===== src/rtl/branch_predict_resolver_if.sv =====
// Fetch-lookup and execute-resolve signal bundle for the branch predictor/resolver.
// Latency: none (pure wiring); the slave drives combinational and registered outputs.
// Backpressure: none; the slave accepts one resolve per clock unconditionally.
interface branch_predict_resolver_if #(
    parameter int PC_WIDTH   = 32,
    parameter int STAT_WIDTH = 16
);
    logic [PC_WIDTH-1:0]   fetchPc;
    logic                  predictTaken;
    logic                  exValid;
    logic                  exFlush;
    logic [PC_WIDTH-1:0]   exPc;
    logic [2:0]            branch;
    logic                  zero;
    logic                  sign;
    logic                  exPredTaken;
    logic                  branchTaken;
    logic                  mispredict;
    logic                  redirectTaken;
    logic [STAT_WIDTH-1:0] branchCount;
    logic [STAT_WIDTH-1:0] mispredictCount;

    // Resolver side
    modport slave (
        input  fetchPc, exValid, exFlush, exPc, branch, zero, sign, exPredTaken,
        output predictTaken, branchTaken, mispredict, redirectTaken,
               branchCount, mispredictCount
    );

    // Pipeline side (fetch + execute)
    modport master (
        output fetchPc, exValid, exFlush, exPc, branch, zero, sign, exPredTaken,
        input  predictTaken, branchTaken, mispredict, redirectTaken,
               branchCount, mispredictCount
    );
endinterface


===== src/rtl/branch_predict_resolver.sv =====
// Branch condition resolve plus PC-indexed 2-bit saturating predictor table and stats.
// Latency: predictTaken/branchTaken combinational; mispredict/redirect/counts 1 clock.
// Backpressure: none; every resolving execute cycle is consumed in that cycle.
module branch_predict_resolver #(
    parameter int INDEX_BITS = 6,
    parameter int PC_WIDTH   = 32,
    parameter int PC_LSB     = 2,
    parameter int STAT_WIDTH = 16
) (
    input  logic                    clk,
    input  logic                    reset_n,
    branch_predict_resolver_if.slave bus
);
    localparam int DEPTH = 1 << INDEX_BITS;
    localparam logic [STAT_WIDTH-1:0] STAT_MAX = '1;

    typedef enum logic [1:0] {
        SN = 2'd0,
        WN = 2'd1,
        WT = 2'd2,
        ST = 2'd3
    } ctr_t;

    ctr_t                  tbl_q [DEPTH];
    ctr_t                  ex_ctr;
    ctr_t                  ex_ctr_d;
    logic [1:0]            fetch_ctr;
    logic [INDEX_BITS-1:0] fetch_idx;
    logic [INDEX_BITS-1:0] ex_idx;
    logic                  taken;
    logic                  resolve;
    logic                  mispredict_q;
    logic                  redirect_q;
    logic [STAT_WIDTH-1:0] branch_cnt_q;
    logic [STAT_WIDTH-1:0] branch_cnt_d;
    logic [STAT_WIDTH-1:0] mispred_cnt_q;
    logic [STAT_WIDTH-1:0] mispred_cnt_d;
    logic                  unused_pc_bits;

    // Only a window of each PC indexes the table; the remaining bits are ignored.
    assign unused_pc_bits = ^{bus.fetchPc, bus.exPc};

    assign fetch_idx = bus.fetchPc[PC_LSB+INDEX_BITS-1:PC_LSB];
    assign ex_idx    = bus.exPc[PC_LSB+INDEX_BITS-1:PC_LSB];

    // Fetch lookup reads the registered table: no bypass of a same-cycle update.
    assign fetch_ctr        = tbl_q[fetch_idx];
    assign bus.predictTaken = fetch_ctr[1];
    assign ex_ctr           = tbl_q[ex_idx];

    // Branch condition decode from the ALU flags; independent of exValid.
    always_comb begin
        taken = 1'b0;
        case (bus.branch)
            3'd0: taken = 1'b0;
            3'd1: taken = bus.zero;
            3'd2: taken = ~bus.zero;
            3'd3: taken = ~bus.sign | bus.zero;
            3'd4: taken = ~bus.sign & ~bus.zero;
            3'd5: taken = bus.sign | bus.zero;
            3'd6: taken = bus.sign;
            default: taken = 1'b1;
        endcase
    end

    assign bus.branchTaken = taken;

    // A squashed or non-branch instruction must leave all state untouched.
    assign resolve = bus.exValid & ~bus.exFlush & (bus.branch != 3'd0);

    // Saturating 2-bit counter step toward the resolved direction.
    always_comb begin
        ex_ctr_d = ex_ctr;
        if (taken) begin
            if (ex_ctr != ST) ex_ctr_d = ctr_t'(ex_ctr + 2'd1);
        end else begin
            if (ex_ctr != SN) ex_ctr_d = ctr_t'(ex_ctr - 2'd1);
        end
    end

    // Predictor table: reset to weakly-not-taken, train on each resolve.
    always_ff @(posedge clk or negedge reset_n) begin
        if (!reset_n) begin
            for (int i = 0; i < DEPTH; i++) tbl_q[i] <= WN;
        end else if (resolve) begin
            tbl_q[ex_idx] <= ex_ctr_d;
        end
    end

    // Statistics counters hold at all-ones instead of wrapping.
    always_comb begin
        branch_cnt_d  = branch_cnt_q;
        mispred_cnt_d = mispred_cnt_q;
        if (resolve && (branch_cnt_q != STAT_MAX))
            branch_cnt_d = branch_cnt_q + 1'b1;
        if (resolve && (taken != bus.exPredTaken) && (mispred_cnt_q != STAT_MAX))
            mispred_cnt_d = mispred_cnt_q + 1'b1;
    end

    // One-cycle redirect pulses and registered statistics.
    always_ff @(posedge clk or negedge reset_n) begin
        if (!reset_n) begin
            mispredict_q  <= 1'b0;
            redirect_q    <= 1'b0;
            branch_cnt_q  <= '0;
            mispred_cnt_q <= '0;
        end else begin
            mispredict_q  <= resolve & (taken != bus.exPredTaken);
            redirect_q    <= resolve & taken;
            branch_cnt_q  <= branch_cnt_d;
            mispred_cnt_q <= mispred_cnt_d;
        end
    end

    assign bus.mispredict      = mispredict_q;
    assign bus.redirectTaken   = redirect_q;
    assign bus.branchCount     = branch_cnt_q;
    assign bus.mispredictCount = mispred_cnt_q;
endmodule

===== src/flat_wrapper.sv =====
// flat-port wrapper written by rule: the top's interface ports become plain ports
module branch_predict_resolver_flat 
#(
    parameter int INDEX_BITS = 6,
    parameter int PC_WIDTH   = 32,
    parameter int PC_LSB     = 2,
    parameter int STAT_WIDTH = 16
)
  (clk, reset_n, bus_fetchPc, bus_exValid, bus_exFlush, bus_exPc, bus_branch, bus_zero, bus_sign, bus_exPredTaken, bus_predictTaken, bus_branchTaken, bus_mispredict, bus_redirectTaken, bus_branchCount, bus_mispredictCount);
  branch_predict_resolver_if #(.PC_WIDTH(PC_WIDTH), .STAT_WIDTH(STAT_WIDTH)) bus_i ();
  input  logic clk;
  input  logic reset_n;
  input wire logic [$bits(bus_i.fetchPc)-1:0] bus_fetchPc;
  input wire logic [$bits(bus_i.exValid)-1:0] bus_exValid;
  input wire logic [$bits(bus_i.exFlush)-1:0] bus_exFlush;
  input wire logic [$bits(bus_i.exPc)-1:0] bus_exPc;
  input wire logic [$bits(bus_i.branch)-1:0] bus_branch;
  input wire logic [$bits(bus_i.zero)-1:0] bus_zero;
  input wire logic [$bits(bus_i.sign)-1:0] bus_sign;
  input wire logic [$bits(bus_i.exPredTaken)-1:0] bus_exPredTaken;
  output wire logic [$bits(bus_i.predictTaken)-1:0] bus_predictTaken;
  output wire logic [$bits(bus_i.branchTaken)-1:0] bus_branchTaken;
  output wire logic [$bits(bus_i.mispredict)-1:0] bus_mispredict;
  output wire logic [$bits(bus_i.redirectTaken)-1:0] bus_redirectTaken;
  output wire logic [$bits(bus_i.branchCount)-1:0] bus_branchCount;
  output wire logic [$bits(bus_i.mispredictCount)-1:0] bus_mispredictCount;
  assign bus_i.fetchPc = bus_fetchPc;
  assign bus_i.exValid = bus_exValid;
  assign bus_i.exFlush = bus_exFlush;
  assign bus_i.exPc = bus_exPc;
  assign bus_i.branch = bus_branch;
  assign bus_i.zero = bus_zero;
  assign bus_i.sign = bus_sign;
  assign bus_i.exPredTaken = bus_exPredTaken;
  assign bus_predictTaken = bus_i.predictTaken;
  assign bus_branchTaken = bus_i.branchTaken;
  assign bus_mispredict = bus_i.mispredict;
  assign bus_redirectTaken = bus_i.redirectTaken;
  assign bus_branchCount = bus_i.branchCount;
  assign bus_mispredictCount = bus_i.mispredictCount;
  branch_predict_resolver #(.INDEX_BITS(INDEX_BITS), .PC_WIDTH(PC_WIDTH), .PC_LSB(PC_LSB), .STAT_WIDTH(STAT_WIDTH)) u_core (.clk(clk), .reset_n(reset_n), .bus(bus_i));
endmodule

===== config.mk =====
export PLATFORM = sky130hd
export DESIGN_NAME = branch_predict_resolver_flat
export DESIGN_NICKNAME = d
export VERILOG_FILES = /design/src/rtl/branch_predict_resolver_if.sv /design/src/rtl/branch_predict_resolver.sv /design/src/flat_wrapper.sv
export SDC_FILE = /design/constraint.sdc
export NUM_CORES = 1
export LEC_CHECK = 0
export ABC_AREA = 1
export ABC_CLOCK_PERIOD_IN_PS = 1800
export CAP_MARGIN = 20
export CORE_UTILIZATION = 35
export DETAILED_ROUTE_END_ITERATION = 16
export SYNTH_ARGS = -nofsm -noshare
export SYNTH_HDL_FRONTEND = slang
export SYNTH_SLANG_ARGS = --single-unit

===== constraint.sdc =====
create_clock -name clk -period 1.8 [get_ports clk]
set_input_delay 0.36 -clock clk [delete_from_list [all_inputs] [get_ports clk]]
set_output_delay 0.36 -clock clk [all_outputs]
set_load 0.05 [all_outputs]

==> results of run 1 <==
## cells by family (layout without fill, tap and decap cells)
kind of cell	Yosys count	in the layout	synth area share, %
flip-flops	162	162	43.4
AO/OA/AOI/OAI	133	133	7.78
AND/OR/NAND/NOR	817	817	34.9
buffers and inverters	238	455	10.8
XOR/XNOR	30	30	2.76
adder cells (fa/ha/maj)	2	2	0.263
## per-layer routing
| metal | share of wire (%) | track usage (%) | vias to the layer above |
|---|---|---|---|
| li1 | - | - | 4702 |
| met1 | 43 | 31.9 | 4688 |
| met2 | 46 | 39.4 | 434 |
| met3 | 7.4 | 4.30 | 113 |
| met4 | 4.3 | 12.4 | 0 |
| met5 | 0 | 0 | - |
## worst max-delay path: cells and delay by family, from the launching register on
kind            cells  cell delay [ns]
flops               1             0.34
buf+inv             2             0.24
simple gates        3             0.17
compound gates      6             0.71
## layout make-up
class	count	area share (%)
repair buffers	234	19.5
flip-flops and latches	162	29.4
clock inverters	12	0.950
clock buffers	20	3.24
inverters	188	5.08
well taps	335	2.97
multi-input cells	982	38.8
repair inverters	1	0.0355
## layout by cell type (no fill, tap or decap), drive strengths merged
| master | netlist | routed |
|---|---|---|
| dlymetal6s2s | 0 | 2 |
| xor2 | 14 | 14 |
| clkdlybuf4s50 | 0 | 7 |
| dlygate4sd2 | 0 | 6 |
| dfstp | 64 | 64 |
| ha | 2 | 2 |
| dlygate4sd3 | 0 | 1 |
| clkbuf | 12 | 21 |
| nor4 | 2 | 2 |
| xnor2 | 16 | 16 |
| dfrtp | 98 | 98 |
| nand2 | 520 | 520 |
| o211ai | 29 | 29 |
| nor3 | 15 | 15 |
| nand4 | 3 | 3 |
| clkinvlp | 0 | 5 |
| clkdlybuf4s15 | 0 | 3 |
| o21ai | 86 | 86 |
| clkinv | 4 | 11 |
| o21bai | 1 | 1 |
| nand3 | 124 | 124 |
| or2 | 12 | 12 |
| inv | 184 | 183 |
| nor2 | 141 | 141 |
| bufinv | 0 | 2 |
| a21oi | 17 | 17 |
| buf | 38 | 213 |
| bufbuf | 0 | 1 |
## power by group through the flow
stage                     logic (uW)  clock network (uW)  registers, uW
final                           3960                3710           4480
after detailed placement        2690                   0           4530
after floorplan                 1240                   0           4950
after CTS                       3900                3760           4480
after global routing            4190                3900           4520
after global placement          2640                   0           4530
## through the flow
step / setup slack, ns / power [uW] / std cells / hold slack (ns) / util (%)
detailed placement: -0.891 / 7220 / 1847 / 0.320 / 43.3
floorplan: -0.0980 / 6190 / 1382 / 0.0644 / -
CTS: -0.430 / 12100 / 1938 / 0.435 / 52.5
global placement: -0.881 / 7170 / 1847 / 0.324 / 43.3
finish: -0.456 / 12100 / 1934 / 0.419 / 53.5
global route: -0.604 / 12600 / 1934 / 0.452 / 53.5
## worst max-delay path by stage
stage	start	end	slack, ns	depth (start not counted)
after floorplan	bus_fetchPc[2]	bus_predictTaken	-0.1	9
after global placement	bus_fetchPc[2]	bus_predictTaken	-0.88	12
after detailed placement	bus_fetchPc[2]	bus_predictTaken	-0.89	12
after CTS	u_core.tbl_q[21]	bus_predictTaken	-0.43	11
after global routing	u_core.tbl_q[93]	bus_predictTaken	-0.60	11
final	u_core.tbl_q[85]	bus_predictTaken	-0.46	11
## timing repair
action                                 CTS  global route
hold buffers                             1             0
gates cloned                            25             2
setup endpoints to repair              130           151
gates resized for setup                258           129
endpoints found under the hold margin   18             0
pin swaps                              111           106
buffers inserted                        34             7
## registers in the layout, indices dropped and copies added, names as in the netlist
signal                      count
u_core.tbl_q                  128
u_core.bus.branchCount         16
u_core.bus.mispredictCount     16
u_core.bus.mispredict           1
u_core.bus.redirectTaken        1
==> metrics.md, run 1 <==
| Metric | Value |
|---|---|
| Slowest CP cell | `dfrtp_1` |
| Synth Cell Area | `9520 um2` |
| Share of cells above drive strength 1 | `around 36%` |
| Drt pass-1 iters | `5` |
| Maximum vdd drop | `about 740 uV` |
| Critical path data required time | `roughly 1.4 ns` |
| F_max | `between 400 and 500 MHz` |
| CP Class | `flop to output pin` |
| Vias per cell | `~5.1` |
| Clk network pwr share | `just over 30%` |
| Largest net degree at the start of global routing | `42` |
| CP Max Fanout | `2` |
| Final Instance Area | `between 10000 and 15000 um2` |
| All-Layer GR Usage | `between 20% and 30%` |
| Min Clock Period, post-route | `around 2.3 ns` |
| Library cells used by synthesis | `31` |
| Fin worst setup slack | `-0.456 ns` |
| Slowest cell delay on critical path | `around 0.34 ns` |
| Mapped Avg Cell Area | `about 6.9 um2` |
| Logic pwr share | `32.6%` |
| R2R Setup Slk | `-0.36 ns` |
| Least-Margin Pin Slew | `about 0.48 ns` |
| Reg clk slew, reported paths | `around 0.07 ns` |
| Fillcell total | `~2.3k` |
| Final #Nets | `approximately 1.7k` |
| Iteration-0 DRC Markers | `approximately 1.1k` |
| Total number of vias | `between 9k and 10k` |
| Initial Utilization | `36.1%` |
| # Max-Cap Violations | `0` |
| CTS max path bufs | `2` |
| Initial antenna violation count | `0` |
| Grt total ovfl | `0` |
| Die Area | `approximately 28000 um2` |
| Warnings from Yosys | `0` |
| Synth area leader | `dfrtp_1` |
| Clock root cell | `clkbuf_16` |
| PD cells | `862 nW/um2` |
| Reg area | `about 4100 um2` |
| Row cnt | `between 50 and 60` |
| # H-tree levels | `4` |
| Tightest Hold Check Type | `input pin to asynchronous set/reset pin` |
| Routed wire length | `roughly 34000 um` |
| Number of synthesized flops with an enable pin | `0` |
| Gate Count Post-Synth | `about 1.4k` |
| Psw | `approximately 4200 uW` |
| Placement-stage cell area | `approximately 11000 um2` |
| Drt wl/cell | `roughly 17 um` |
| Area of the multi-input gates | `around 5500 um2` |
| Sink Count | `about 160` |
| Max-slew violations | `0` |
| Die X | `167 um` |
| Failing checks | `setup timing` |
| GP Congestion | `roughly 0.9` |
| First-pass GRT wire length | `around 53000 um` |
| CTS tree | `built` |
| Synth Net Count | `roughly 1.5k` |
| CTS buffer count | `17` |
| Largest cells by area after synthesis | `dfrtp_1 (26%), nand2_1 (20%), dfstp_2 (18%)` |
| Outcome | `finished with violations` |
| Top cell type's share of synthesized area | `approximately 26%` |
| Detailed Place HPWL | `between 15000 and 20000 um` |
| CP Launch Type | `flop` |
| Pleak | `between 0.006 and 0.007 uW` |
| Ant. Diodes | `0` |
| Register-to-Register Path Depth | `15` |
| Setup TNS Final | `-37.52 ns` |
| Period utilization | `125%` |
| Most frequent cell after synthesis | `nand2_1` |
| Crit-path cells | `inv_1 -> a21oi_2 -> o21ai_1 -> o21ai_1 -> nand2_1 -> nand2_1 -> nand2_1 -> o21ai_1 -> o21bai_1 -> o21ai_4 -> buf_12` |
| RSZ-0062 raised after global routing | `true` |
| FF-to-FF End | `u_core.tbl_q[99]` |
| Primary FF master, synth | `dfrtp_1` |
| Switch share | `34.7%` |
| Register bit count reported by yosys | `162` |
| Ports | `110` |
| Sequential share of the synthesized area | `around 43%` |
| Placeable Area | `about 26000 um2` |
| Post-route ant nets | `0` |
| Reg power frac | `a little under two fifths` |
| Clk_skew | `0.00812 ns` |
| Critical Path End Type | `output pin` |
| Final Setup Violations | `129` |
| Number of remaining DRC errors | `0` |
| Commonest cells post-synth | `nand2_1 (517), inv_1 (180), nor2_1 (135)` |
| WP data arrival | `approximately 1.9 ns` |
| FF-to-FF Start | `u_core.tbl_q[122]` |
| Die H | `167 um` |
| Area growth syn-to-layout | `48.1%` |
| Clk_lat worst skew | `approximately 0.44 ns` |
| Vias in the first global route | `approximately 9.8k` |
| Fraction of registers with async set/reset | `100%` |
| Fin. Hold Viols | `0` |
| Power Internal | `7940 uW` |
| Rel. slew slack | `around two thirds` |
| Port Buf Inserts | `between 50 and 60` |
Note: power is estimated with default switching activity, not from simulation.
==> run 2: changes to the inputs <==
==> constraint.sdc (replaced) <==
create_clock -name clk -period 1.8 [get_ports clk]
set_input_delay 0.36 -clock clk [delete_from_list [all_inputs] [get_ports clk]]
set_output_delay 0.36 -clock clk [all_outputs]
set_load 0.005 [all_outputs]
==> run 2 against run 1 <==
The flow still finishes with violations (setup timing); routed wire length up 0.62%; clock power is essentially flat; total power decreased by 4.8%; sequential share of layout area decreased by 0.10 points; die area unchanged; non-clock buffer count rose by 27; worst hold slack got worse by 0.014 ns; combinational power decreased by 14%; final area is 0.25% higher; largest cell class unchanged.
==> metrics.md, run 2 (synthesis results as in run 1) <==
| Metric | Value |
|---|---|
| Outcome | `finished with violations` |
| Failing checks | `setup timing` |
| Max-slew violations | `0` |
| CP Class | `flop to output pin` |
| Port Buf Inserts | `57` |
| FF-to-FF Start | `u_core.tbl_q[11]` |
| CTS tree | `built` |
| RSZ-0062 raised after global routing | `true` |
| Final Core Density | `53.6%` |
| Iteration-0 DRC Markers | `just over 800` |
| Final Instance Count excl. Fillers | `~2.0k` |
| Pleak | `about 0.007 uW` |
| Worst setup path start | `u_core.tbl_q[93]` |
| Clk_lat worst skew | `about 0.45 ns` |
| Routed wire length | `~34000 um` |
| CTS buffer count | `17` |
| Initial Utilization | `between 30% and 40%` |
| WP data arrival | `1.84 ns` |
| Tightest Hold Check Type | `input pin to asynchronous set/reset pin` |
| Post-route ant nets | `0` |
| Total number of vias | `around 10k` |
| Ant. Diodes | `0` |
| All-Layer GR Usage | `between 20 and 25%` |
| PD cells | `about 820 nW/um2` |
| Biggest register | `u_core.tbl_q` |
| Clock root cell | `clkbuf_16` |
| Vias per cell | `just over 5` |
| Tot Pwr | `11600 uW` |
| Place WS | `-1.16 ns` |
| Flip-flop count of the largest register after layout | `approximately 130` |
| Critical path data required time | `approximately 1.4 ns` |
| Detailed Place HPWL | `roughly 20000 um` |
| Row cnt | `a little under 60` |
| Drt pass-1 iters | `7` |
| Register-to-Register Path Depth | `13` |
| Initial antenna violation count | `0` |
| Die H | `167 um` |
| Area growth syn-to-layout | `48.4%` |
| Ports | `110` |
| Rel. slew slack | `69.3%` |
| Sink Count | `162` |
| Grt total ovfl | `0` |
| CP Launch Type | `flop` |
| GP Congestion | `just under 0.9` |
| Die X | `around 170 um` |
| Number of remaining DRC errors | `0` |
| Fin. Hold Viols | `0` |
| Critical Path End Type | `output pin` |
| Placeable Area | `about 26000 um2` |
| Inst Count DP | `about 1.9k` |
| Vias in the first global route | `between 9k and 10k` |
| Period utilization | `122%` |
| Crit path max-delay family | `compound AO/OA/AOI/OAI gates` |
| Most frequent cells in the layout | `nand2_1 (395), inv_1 (164), buf_4 (139)` |
| First-pass GRT wire length | `roughly 53000 um` |
| Final Instance Area | `approximately 14000 um2` |
| CTS max path bufs | `2` |
| Commonest non-fill, non-tap cell in the layout | `nand2_1` |
| Largest net degree at the start of global routing | `slightly above 40` |
| Maximum vdd drop | `about 670 uV` |
| Share of cells above drive strength 1 | `35.0%` |
| Slowest cell delay on critical path | `0.41 ns` |
| Clk_skew | `approximately 0.017 ns` |
| Crit-path cells | `inv_2 -> a21oi_2 -> o21ai_1 -> o21ai_1 -> nand2_1 -> nand2_1 -> nand2_1 -> o21ai_2 -> o21bai_1 -> o21ai_1 -> buf_4 -> buf_6` |
| # Max-Cap Violations | `0` |
| Buf/Inv on CP | `3` |
| Final Setup Violations | `roughly 130` |
| Fin worst setup slack | `-0.399 ns` |
| Slowest CP cell | `dfrtp_1` |
| # H-tree levels | `4` |
| Die Area | `~28000 um2` |
| Min Clock Period, post-route | `between 2 and 2.5 ns` |
| Fillcell total | `about 2.4k` |
| Worst path depth | `12` |
| Drt wl/cell | `about 17 um` |
| Final #Nets | `1689` |
| F_max | `approximately 450 MHz` |
| Reg clk slew, reported paths | `~0.080 ns` |
| CP Max Fanout | `2` |
| Placement-stage cell area | `about 12000 um2` |
| Least-Margin Pin Slew | `between 0.4 and 0.5 ns` |
-- run 2: what timing repair did --
action                                  in CTS  in global routing
gates resized for setup                    234                178
endpoints found under the hold margin       17                  0
endpoints found under the setup margin     139                152
pin swaps                                   41                 54
hold buffers                                 1                  0
setup buffers                               21                 23
cloned                                      19                  1
-- run 2: power by group --
part	internal, uW	switching [uW]
Sequential	4100	305
Clock	1980	1760
Combinational	1670	1750
-- run 2: per-layer routing --
metal,global-route usage (%),wire (um)
met1,31.2,14100
met2,41.4,16300
met3,3.87,2340
met4,10.1,1220
met5,0,0
-- run 2: layout make-up --
type	count	area [um2]	area share, %
clock buffer	17	425	3.01
timing repair buffer	261	2860	20.2
sequential	162	4140	29.3
tap	335	419	2.97
clock inverter	15	160	1.13
multi-input combinational	983	5400	38.3
inverter	188	713	5.05
-- run 2: worst register-to-register path: stages (launching register included) --
cell and delay [ns]:
dfrtp_1 0.42, buf_6 0.13, o211ai_1 0.20, nand2_1 0.09
o21ai_2 0.23, nand2_1 0.10, nor2_1 0.11, nand2_1 0.07
nand2_2 0.12, nand2_8 0.13, buf_12 0.17, buf_16 0.15
nand2_2 0.07, nand2_1 0.05
-- run 2: path summary, 6_finish.rpt --
kind	end	slack, ns
max	bus_predictTaken	-0.40
max reg2reg	u_core.tbl_q[97]	-0.35
min	u_core.tbl_q[45]	0.41
min reg2reg	u_core.tbl_q[56]	0.47
min in group clk	u_core.tbl_q[56]	0.47
max in group asynchronous	u_core.tbl_q[78]	0.74
-- run 2: per-stage QoR --
stage               TNS, ns  hold slack [ns]
finish               -31.98            0.406
global route         -48.94            0.434
floorplan             -2.51           0.0644
detailed placement  -116.55            0.321
CTS                  -31.15            0.421
global placement    -114.39            0.322
